### config.mk
export PLATFORM = sky130hd
export DESIGN_NAME = conv_sched
export DESIGN_NICKNAME = d
export VERILOG_FILES = /design/src/rtl/conv_pkg.sv /design/src/rtl/conv_addr_gen.sv /design/src/rtl/conv_sched.sv
export SDC_FILE = /design/constraint.sdc
export NUM_CORES = 1
export LEC_CHECK = 0
export CAP_MARGIN = 0
export CORE_MARGIN = 4
export CORE_UTILIZATION = 50
export CTS_CLUSTER_DIAMETER = 80
export DETAILED_ROUTE_END_ITERATION = 12
export HOLD_SLACK_MARGIN = 0.06
export PLACE_DENSITY = 0.79
export SETUP_SLACK_MARGIN = 0.2
export SLEW_MARGIN = 25
export SYNTH_ARGS = -nofsm -noshare
export SYNTH_HDL_FRONTEND = slang
export SYNTH_SLANG_ARGS = --single-unit
### constraint.sdc
create_clock -name clk -period 4.66 [get_ports clk]
set_input_delay 0.932 -clock clk [delete_from_list [all_inputs] [get_ports clk]]
set_output_delay 0.932 -clock clk [all_outputs]
set_load 0.05 [all_outputs]
### src/rtl/conv_pkg.sv
// Shared types and widths for the convolution scheduler.
// Holds the FSM state encoding and the address/counter widths.
package conv_pkg;

    localparam int IA_W  = 12;
    localparam int WA_W  = 10;
    localparam int RA_W  = 4;
    localparam int DIM_W = 5;
    localparam int CH_W  = 4;

    typedef enum logic [2:0] {
        S_IDLE,
        S_INIT,
        S_EXEC,
        S_FIN,
        S_OUT,
        S_DONE
    } state_t;

endpackage

### src/rtl/conv_addr_gen.sv
// Kernel walk counters (kx fastest, then ky, then channel) and the
// incremental src/weight address generator; adders only.
module conv_addr_gen
    import conv_pkg::*;
(
    input  logic             clk,
    input  logic             rst_n,
    input  logic             clr,
    input  logic             adv,
    input  logic             wadv,
    input  logic [CH_W-1:0]  id,
    input  logic [DIM_W-1:0] iw,
    input  logic [DIM_W-1:0] kh,
    input  logic [DIM_W-1:0] kw,
    input  logic [WA_W-1:0]  src_sz,
    input  logic [IA_W-1:0]  pbase,
    output logic [IA_W-1:0]  ia,
    output logic [WA_W-1:0]  wa
);

    logic [DIM_W-1:0] kx;
    logic [DIM_W-1:0] ky;
    logic [CH_W-1:0]  c;
    logic [IA_W-1:0]  rbase;
    logic [IA_W-1:0]  cbase;
    logic             last_el;

    assign last_el = (c == id) && (ky == kh - 5'd1) && (kx == kw - 5'd1);

    // The walk parks on the final element so ia holds it after EXEC.
    always_ff @(posedge clk or negedge rst_n) begin
        if (!rst_n) begin
            kx    <= '0;
            ky    <= '0;
            c     <= '0;
            rbase <= '0;
            cbase <= '0;
            wa    <= '0;
        end else if (clr) begin
            kx    <= '0;
            ky    <= '0;
            c     <= '0;
            rbase <= '0;
            cbase <= '0;
            wa    <= '0;
        end else begin
            if (adv && !last_el) begin
                if (kx != kw - 5'd1) begin
                    kx <= kx + 5'd1;
                end else begin
                    kx <= '0;
                    if (ky != kh - 5'd1) begin
                        ky    <= ky + 5'd1;
                        rbase <= rbase + {{(IA_W-DIM_W){1'b0}}, iw};
                    end else begin
                        ky    <= '0;
                        rbase <= '0;
                        c     <= c + 4'd1;
                        cbase <= cbase + {{(IA_W-WA_W){1'b0}}, src_sz};
                    end
                end
            end
            if (wadv) wa <= wa + 10'd1;
        end
    end

    assign ia = pbase + cbase + rbase + {{(IA_W-DIM_W){1'b0}}, kx};

endmodule

### src/rtl/conv_sched.sv
// Convolution sample scheduler: INIT/EXEC/FIN/OUT per output position.
// Optional CONV_SCHED_STALL_EN adds a stall input that freezes the sequence.
module conv_sched
    import conv_pkg::*;
#(
    parameter int F_NUM = 16
) (
    input  logic             clk,
    input  logic             rst_n,
    input  logic             run,
    input  logic             s_init,
    output logic             s_fin,
    output logic             k_init,
    output logic             k_fin,
    output logic             exec,
    output logic [IA_W-1:0]  ia,
    output logic [WA_W-1:0]  wa,
    output logic [RA_W-1:0]  ra,
    output logic             outr,
    output logic [IA_W-1:0]  oa,
`ifdef CONV_SCHED_STALL_EN
    input  logic             stall,
`endif
    input  logic [CH_W-1:0]  id,
    input  logic [CH_W-1:0]  od,
    input  logic [DIM_W-1:0] ih,
    input  logic [DIM_W-1:0] iw,
    input  logic [DIM_W-1:0] oh,
    input  logic [DIM_W-1:0] ow,
    input  logic [DIM_W-1:0] kh,
    input  logic [DIM_W-1:0] kw,
    input  logic [WA_W-1:0]  is,
    input  logic [WA_W-1:0]  os,
    input  logic [WA_W-1:0]  fs
);

    state_t           state;
    state_t           state_nx;
    logic             hold;
    logic             step;
    logic             last_wa;
    logic             last_ra;
    logic             last_pos;
    logic [DIM_W-1:0] ox;
    logic [DIM_W-1:0] oy;
    logic [IA_W-1:0]  prow;
    logic [IA_W-1:0]  orow;
    logic [IA_W-1:0]  obase;
    logic             outr_q;
    logic             unused_cfg;

`ifdef CONV_SCHED_STALL_EN
    assign hold = stall;
`else
    assign hold = 1'b0;
`endif

    assign unused_cfg = ^{ih, (F_NUM > 0)};

    assign step     = run && !hold;
    assign last_wa  = (wa == fs - 10'd1);
    assign last_ra  = (ra == od);
    assign last_pos = (ox == ow - 5'd1) && (oy == oh - 5'd1);

    always_comb begin
        state_nx = state;
        if (!run) begin
            state_nx = S_IDLE;
        end else if (!hold) begin
            unique case (state)
                S_IDLE:  if (s_init) state_nx = S_INIT;
                S_INIT:  state_nx = S_EXEC;
                S_EXEC:  if (last_wa) state_nx = S_FIN;
                S_FIN:   state_nx = S_OUT;
                S_OUT:   if (last_ra) state_nx = last_pos ? S_DONE : S_INIT;
                S_DONE:  state_nx = S_IDLE;
                default: state_nx = S_IDLE;
            endcase
        end
    end

    always_ff @(posedge clk or negedge rst_n) begin
        if (!rst_n) state <= S_IDLE;
        else        state <= state_nx;
    end

    conv_addr_gen u_addr (
        .clk    (clk),
        .rst_n  (rst_n),
        .clr    (step && state != S_INIT && state_nx == S_INIT),
        .adv    (step && (state == S_INIT || state == S_EXEC)),
        .wadv   (step && state == S_EXEC && !last_wa),
        .id     (id),
        .iw     (iw),
        .kh     (kh),
        .kw     (kw),
        .src_sz (is),
        .pbase  (prow + {{(IA_W-DIM_W){1'b0}}, ox}),
        .ia     (ia),
        .wa     (wa)
    );

    // Position walk: prow tracks oy*iw and orow tracks oy*ow.
    always_ff @(posedge clk or negedge rst_n) begin
        if (!rst_n) begin
            ox   <= '0;
            oy   <= '0;
            prow <= '0;
            orow <= '0;
        end else if (step && state == S_IDLE && s_init) begin
            ox   <= '0;
            oy   <= '0;
            prow <= '0;
            orow <= '0;
        end else if (step && state == S_OUT && last_ra && !last_pos) begin
            if (ox != ow - 5'd1) begin
                ox <= ox + 5'd1;
            end else begin
                ox   <= '0;
                oy   <= oy + 5'd1;
                prow <= prow + {{(IA_W-DIM_W){1'b0}}, iw};
                orow <= orow + {{(IA_W-DIM_W){1'b0}}, ow};
            end
        end
    end

    // Sum readout: oa/outr are registered alongside the core select.
    always_ff @(posedge clk or negedge rst_n) begin
        if (!rst_n) begin
            ra     <= '0;
            obase  <= '0;
            oa     <= '0;
            outr_q <= 1'b0;
        end else begin
            if (!run)      outr_q <= 1'b0;
            else if (!hold) outr_q <= (state == S_OUT);
            if (step && state == S_FIN) begin
                ra    <= '0;
                obase <= '0;
            end else if (step && state == S_OUT) begin
                oa    <= obase + orow + {{(IA_W-DIM_W){1'b0}}, ox};
                obase <= obase + {{(IA_W-WA_W){1'b0}}, os};
                if (!last_ra) ra <= ra + 4'd1;
            end
        end
    end

    assign k_init = (state == S_INIT) && !hold;
    assign exec   = (state == S_EXEC) && !hold;
    assign k_fin  = (state == S_FIN)  && !hold;
    assign s_fin  = (state == S_DONE) && !hold;
    assign outr   = outr_q && !hold;

endmodule

# After elaboration in Yosys (flattened, before gate mapping)
# Index checks and enable logic that the tools add are counted.
[totals]
reg_bits = 114
in_bits = 72
out_inout_bits = 43
wordCells = 134
[op_classes]
n_addsub = 23
eq_ne = 21
mux = 45
n_bitwise = 1
n_reduce_logical = 29
[ops]
columns = ["cell", "count"]
rows = [
  ["$mux W12", 16],
  ["$add A12 B5 Y12", 6],
  ["$mux W5", 13],
  ["$add A12 B12 Y12", 3],
  ["$mux W4", 7],
  ["$add A12 B10 Y12", 2],
  ["$add A5 B1 Y5 const B", 4],
  ["$eq A5 B5 Y1", 4],
  ["$mux W10", 2],
  ["$sub A5 B1 Y5 const B", 4],
  ["$logic_and A1 B1 Y1", 15],
  ["$mux W3", 5],
  ["$ne A5 B5 Y1", 3],
  ["$pmux W3 S5", 1],
  ["$add A10 B1 Y10 const B", 1],
  ["$eq A10 B10 Y1", 1],
  ["$sub A10 B1 Y10 const B", 1],
  ["$add A4 B1 Y4 const B", 2],
  ["$eq A4 B4 Y1", 2],
  ["$reduce_and A2 Y1", 4],
  ["$reduce_bool A2 Y1", 4],
  ["$eq A3 B1 Y1 const B", 2],
  ["$eq A3 B2 Y1 const B", 2],
  ["$eq A3 B3 Y1 const B", 2],
  ["other kinds (9)", 13],
]

# Logic depth before layout (Yosys ltp)
[logic_depth]
word_depth = 11
ltp_mapped = 15
mapped_depth_nobuf = 15

# By module
# A second synthesis with hierarchy kept.
[unflattened]
hier_cells = 1029
area_unflattened_um2 = 9316.4
[modules_own_cells]
columns = ["module", "instances", "cells_each", "area_per_inst_um2"]
rows = [
  ["conv_sched", 1, 578, 5237.5],
  ["conv_addr_gen", 1, 451, 4078.9],
]

# Worst setup path before layout
# No wires, ideal clock.
[synth_path]
path_kind = "register to output"
start = "register ox[1]"
end = "output port ia[10]"
t_arrival_ns = 4.916
path_slack_ns = -1.188
path_stages_with_launch = 13
n_path_buf = 0
path_cell_list = "dfrtp_1 > fa_1 > fa_1 > inv_1 > fa_1 > inv_1 > ha_1 > a21o_1 > a21oi_1 > o21ai_0 > a21oi_1 > o21ai_0 > o311ai_0"
[synth_via]
elab_chain_len = 4
[synth_rtl]
columns = ["item", "line_no", "text"]
rows = [
  ["start, declared", "conv_sched.sv:44", "logic [DIM_W-1:0] ox;"],
  ["start signal, assigned", "conv_sched.sv:117", "ox <= ox + 5'd1;"],
  ["$add A12 B5 Y12", "conv_sched.sv:98", ".pbase (prow + {{(IA_W-DIM_W){1'b0}}, ox}),"],
  ["$add A12 B12 Y12 (2 in series)", "conv_addr_gen.sv:67", "assign ia = pbase + cbase + rbase + {{(IA_W-DIM_W){1'b0}}, kx};"],
  ["$add A12 B5 Y12", "conv_addr_gen.sv:67", ""],
  ["end, declared", "conv_sched.sv:16", "output logic [IA_W-1:0] ia,"],
]
# Every way passes these cells.

# Worst setup path in the final report
[layout_path]
start = "register u_addr.cbase[1]"
end = "output port ia[9]"
[layout_via]
elab_chain_len = 3
[layout_rtl]
columns = ["item", "line_no", "text"]
rows = [
  ["start, declared", "conv_addr_gen.sv:25", "logic [IA_W-1:0] cbase;"],
  ["start signal, assigned", "conv_addr_gen.sv:59", "cbase <= cbase + {{(IA_W-WA_W){1'b0}}, src_sz};"],
  ["$add A12 B12 Y12 (2 in series)", "conv_addr_gen.sv:67", ""],
  ["$add A12 B5 Y12", "conv_addr_gen.sv:67", ""],
]
# Every way passes these cells.

==> flow_summary.yaml <==
setup_path:
  cp_num_buf_inv: 5
  path_class: "reg -> out"
  worstPathArrival_ns: 4.09
  crit_required_ns: 3.73
  max_stage_delay_ns: 0.50
  critical_path.cell_chain: "fa_1, fa_1, inv_1, fa_1, inv_2, ha_4, inv_2, fa_2, nor2b_2, o21ai_2, a21boi_2, o21ai_2, a21oi_2, buf_4, xor2_4, buf_12"
  cp_max_fo: 2
  crit_slowest_cell: "fa_1"
  path_delay_family: "adder cells"
  cp-start-kind: "register"
  critPathCaptureType: "primary output"
  crit_top_cell: "fa_1"
global_routing:
  grt_max_degree: 62
  grt.total_usage_pct: 22.2
  antenna_found_initial: 0
  grt_pass1_vias: 7614
  grt_pass1_wl_mm: 36.9
  grt_remaining_overflow: 0
finish:
  regArea_mm2: 0.00285
  areaGrowthSynthToFinish_pct: 26.3
  finalNetCount: 1297
  diodes: 0
  fill_cells: 1422
  design_area_mm2: 0.0116
  multi_input_area_mm2: 0.00616
  drive_above_1_share_pct: 10.7
status:
  violations: "negative setup slack"
  status: "finished with violations"
job:
  cap_violations: 0
drt:
  wire_per_inst_um: 16.5
  vias: 7650
  dr.first_iter.drc_count: 424
  drc: 0
  ant_nets: 0
  routed_wl_mm: 22.3
  vias_per_cell: 5.68
  first_pass_iters: 5
synthesis:
  yosys.area.top_type_share_pct: 31.1
  synth.top_cells.by_count: "dfrtp_1, ha_1, xnor2_1, nand2_1, nor2_1"
  synthCells: 980
  synthesis.nets: 1170
  synth.cell_area_mm2: 0.00918
  syn_avg_cell_area_um2: 9.37
  synth_edf_count: 0
  synthArstFlopShare_pct: 100
  seq_area_frac_synth_pct: 31.1
  synth_cell_types: 70
  synth_ff_type: "dfrtp_1"
  synth_area_leader_cell: "dfrtp_1"
  ys_seq_elements: 114
  ys_warn_count: 0
  synth_area_leaders: "dfrtp_1, ha_1, xnor2_1"
  yosysMostFrequentCell: "dfrtp_1"
cts:
  cts_max_level: 4
  cts_sinks: 114
  clk_latency_ns: 0.42
  cts_max_path_buffers: 2
  cts_tree: "yes"
  clk_pin_slew_worst_paths_ns: 0.05
  cts_buffers: 17
  clockRootBuffer: "clkbuf_16"
  postCtsHoldBufs: 0
placement:
  dpl_cell_area_mm2: 0.0108
  io_buffers: 109
  routabilityCongestion: 0.887
  place_hpwl_mm: 16.5
timing:
  maxSlewViolCount: 0
  fin_crit_sh_pct: 108
  skew_ns: 0.00732
  setup_viol: 6
  hold_ws_ns: 0.475
  worst_slack_ns: -0.364
  post-route-min-period_ns: 5.02
  tightestPinTransition_ns: 0.904
  max_clock_freq_mhz: 199
  fin_tns_setup_ns: -1.71
  final-hold-violation-count: 0
  rsz0062_at_grt: "yes"
  relSlewSlack_pct: 38.2
power_and_ir_drop:
  irDropWorstVdd_v: 0.000286
  p_per_area_mw_per_mm2: 398
  power.total_mw: 4.62
  p_leak_nw: 5.26
die:
  die_area_mm2: 0.0206
  start_util_pct: 50.9
  die_h_um: 144
  rows: 49
  ios: 115
  die_w_um: 144
  core-area_mm2: 0.0180
min_path:
  hold_class: "reg -> reg"
-- cell families after synthesis --
group	Yosys count	synth area share [%]
AO/OA/AOI/OAI	234	16.7
adder cells (fa/ha/maj)	118	18.6
flip-flops	114	31.1
buffers and inverters	87	3.97
XOR/XNOR	108	10.3
multiplexers	22	2.44
AND/OR/NAND/NOR	297	16.9
-- per-layer routing --
| metal | share of wire, % | up-vias | global-route usage [%] |
|---|---|---|---|
| li1 | - | 3745 | - |
| met1 | 44 | 3678 | 29.2 |
| met2 | 49 | 189 | 37.4 |
| met3 | 4.8 | 38 | 3.39 |
| met4 | 2.1 | 0 | 7.73 |
| met5 | 0 | - | 0 |
-- power breakdown --
group          internal [mW]  switching (mW)  leakage (nW)
clock network          0.944           0.466         0.311
logic                  0.832            1.07          3.39
registers               1.13           0.175          1.56
total                   2.90            1.71          5.26
-- per-stage QoR --
stage / utilization (%) / cells / setup WS, ns
detailed placement: 60.1 / 1313 / -0.0867
global placement: 60.1 / 1313 / -0.0748
global route: 64.3 / 1348 / -0.518
finish: 64.3 / 1348 / -0.364
floorplan: - / 980 / 0.00614
CTS: 64.1 / 1346 / -0.415
-- cell usage in the layout (no fill, tap or decap), types with 6 or more instances in the layout --
cell               n
xor2_1            33
nand2b_1          14
o211ai_1           9
a22o_1            11
inv_1             53
nand2_1           69
nor4_1             6
buf_4             27
a21o_1            13
o21bai_1           8
nand3_1           27
nand4_1           14
o21a_1            10
clkdlybuf4s50_1   98
and2_1             9
nor2b_1           11
a211oi_1          15
o21ai_0           56
and3_1             6
a21boi_0           7
mux2i_1           19
or3_1             13
nor2_1            63
o31ai_1           23
nor3_1            23
xnor2_1           70
a21oi_1           45
fa_1              29
nor3b_1            6
dfrtp_1          113
ha_1              86
buf_12            12
clkbuf_16         17
-- state kept, by name, indices dropped and copies added (netlist names) --
signal	flops
ra	4
prow	12
u_addr.wa	10
orow	12
oy	5
outr	1
ox	5
u_addr.ky	5
state	3
obase	12
oa	12
u_addr.rbase	12
u_addr.cbase	12
u_addr.kx	5
u_addr.c	4
-- final timing paths --
check                                             from                     endpoint  slack [ns]  cells past startpoint
max in group asynchronous                        rst_n  u_addr.cbase[4]$_DFFE_PN0P_        3.31                      2
min reg2reg                          oa[8]$_DFFE_PN0P_            oa[8]$_DFFE_PN0P_        0.48                      2
min in group asynchronous                        rst_n           oa[11]$_DFFE_PN0P_        0.56                      1
max reg2reg                          ox[0]$_DFFE_PN0P_            oa[9]$_DFFE_PN0P_        1.72                     14
min                                  oa[8]$_DFFE_PN0P_            oa[8]$_DFFE_PN0P_        0.48                      2
max                        u_addr.cbase[1]$_DFFE_PN0P_                        ia[9]       -0.36                     16
-- cell type report --
type                    instances  share of cell area, %
inverters                      56                   1.81
clock buffers                  21                   4.14
multi-input cells             779                   53.1
well taps                     229                   2.47
flip-flops and latches        114                   24.6
clock inverters                10                   1.34
repair buffers                139                   12.5
-- worst register-to-register path, delay by kind of cell, from the launching register on --
| family | cells | cell delay (ns) |
|---|---|---|
| AOI/OAI and AO/OA | 5 | 0.90 |
| and+or+nand+nor | 2 | 0.17 |
| buffers and inverters | 4 | 0.38 |
| DFF | 1 | 0.39 |
| adders and majority gates | 3 | 1.02 |
-- repair_timing --
| action | 4_1_cts | 5_1_grt |
|---|---|---|
| setup endpoints to repair | 10 | 10 |
| hold endpoints to repair | 0 | 0 |
| buffers inserted | 2 | 2 |
| gates resized for setup | 19 | 3 |
| pin swaps | 17 | 7 |
No activity file was read; power rests on OpenSTA's default activity.
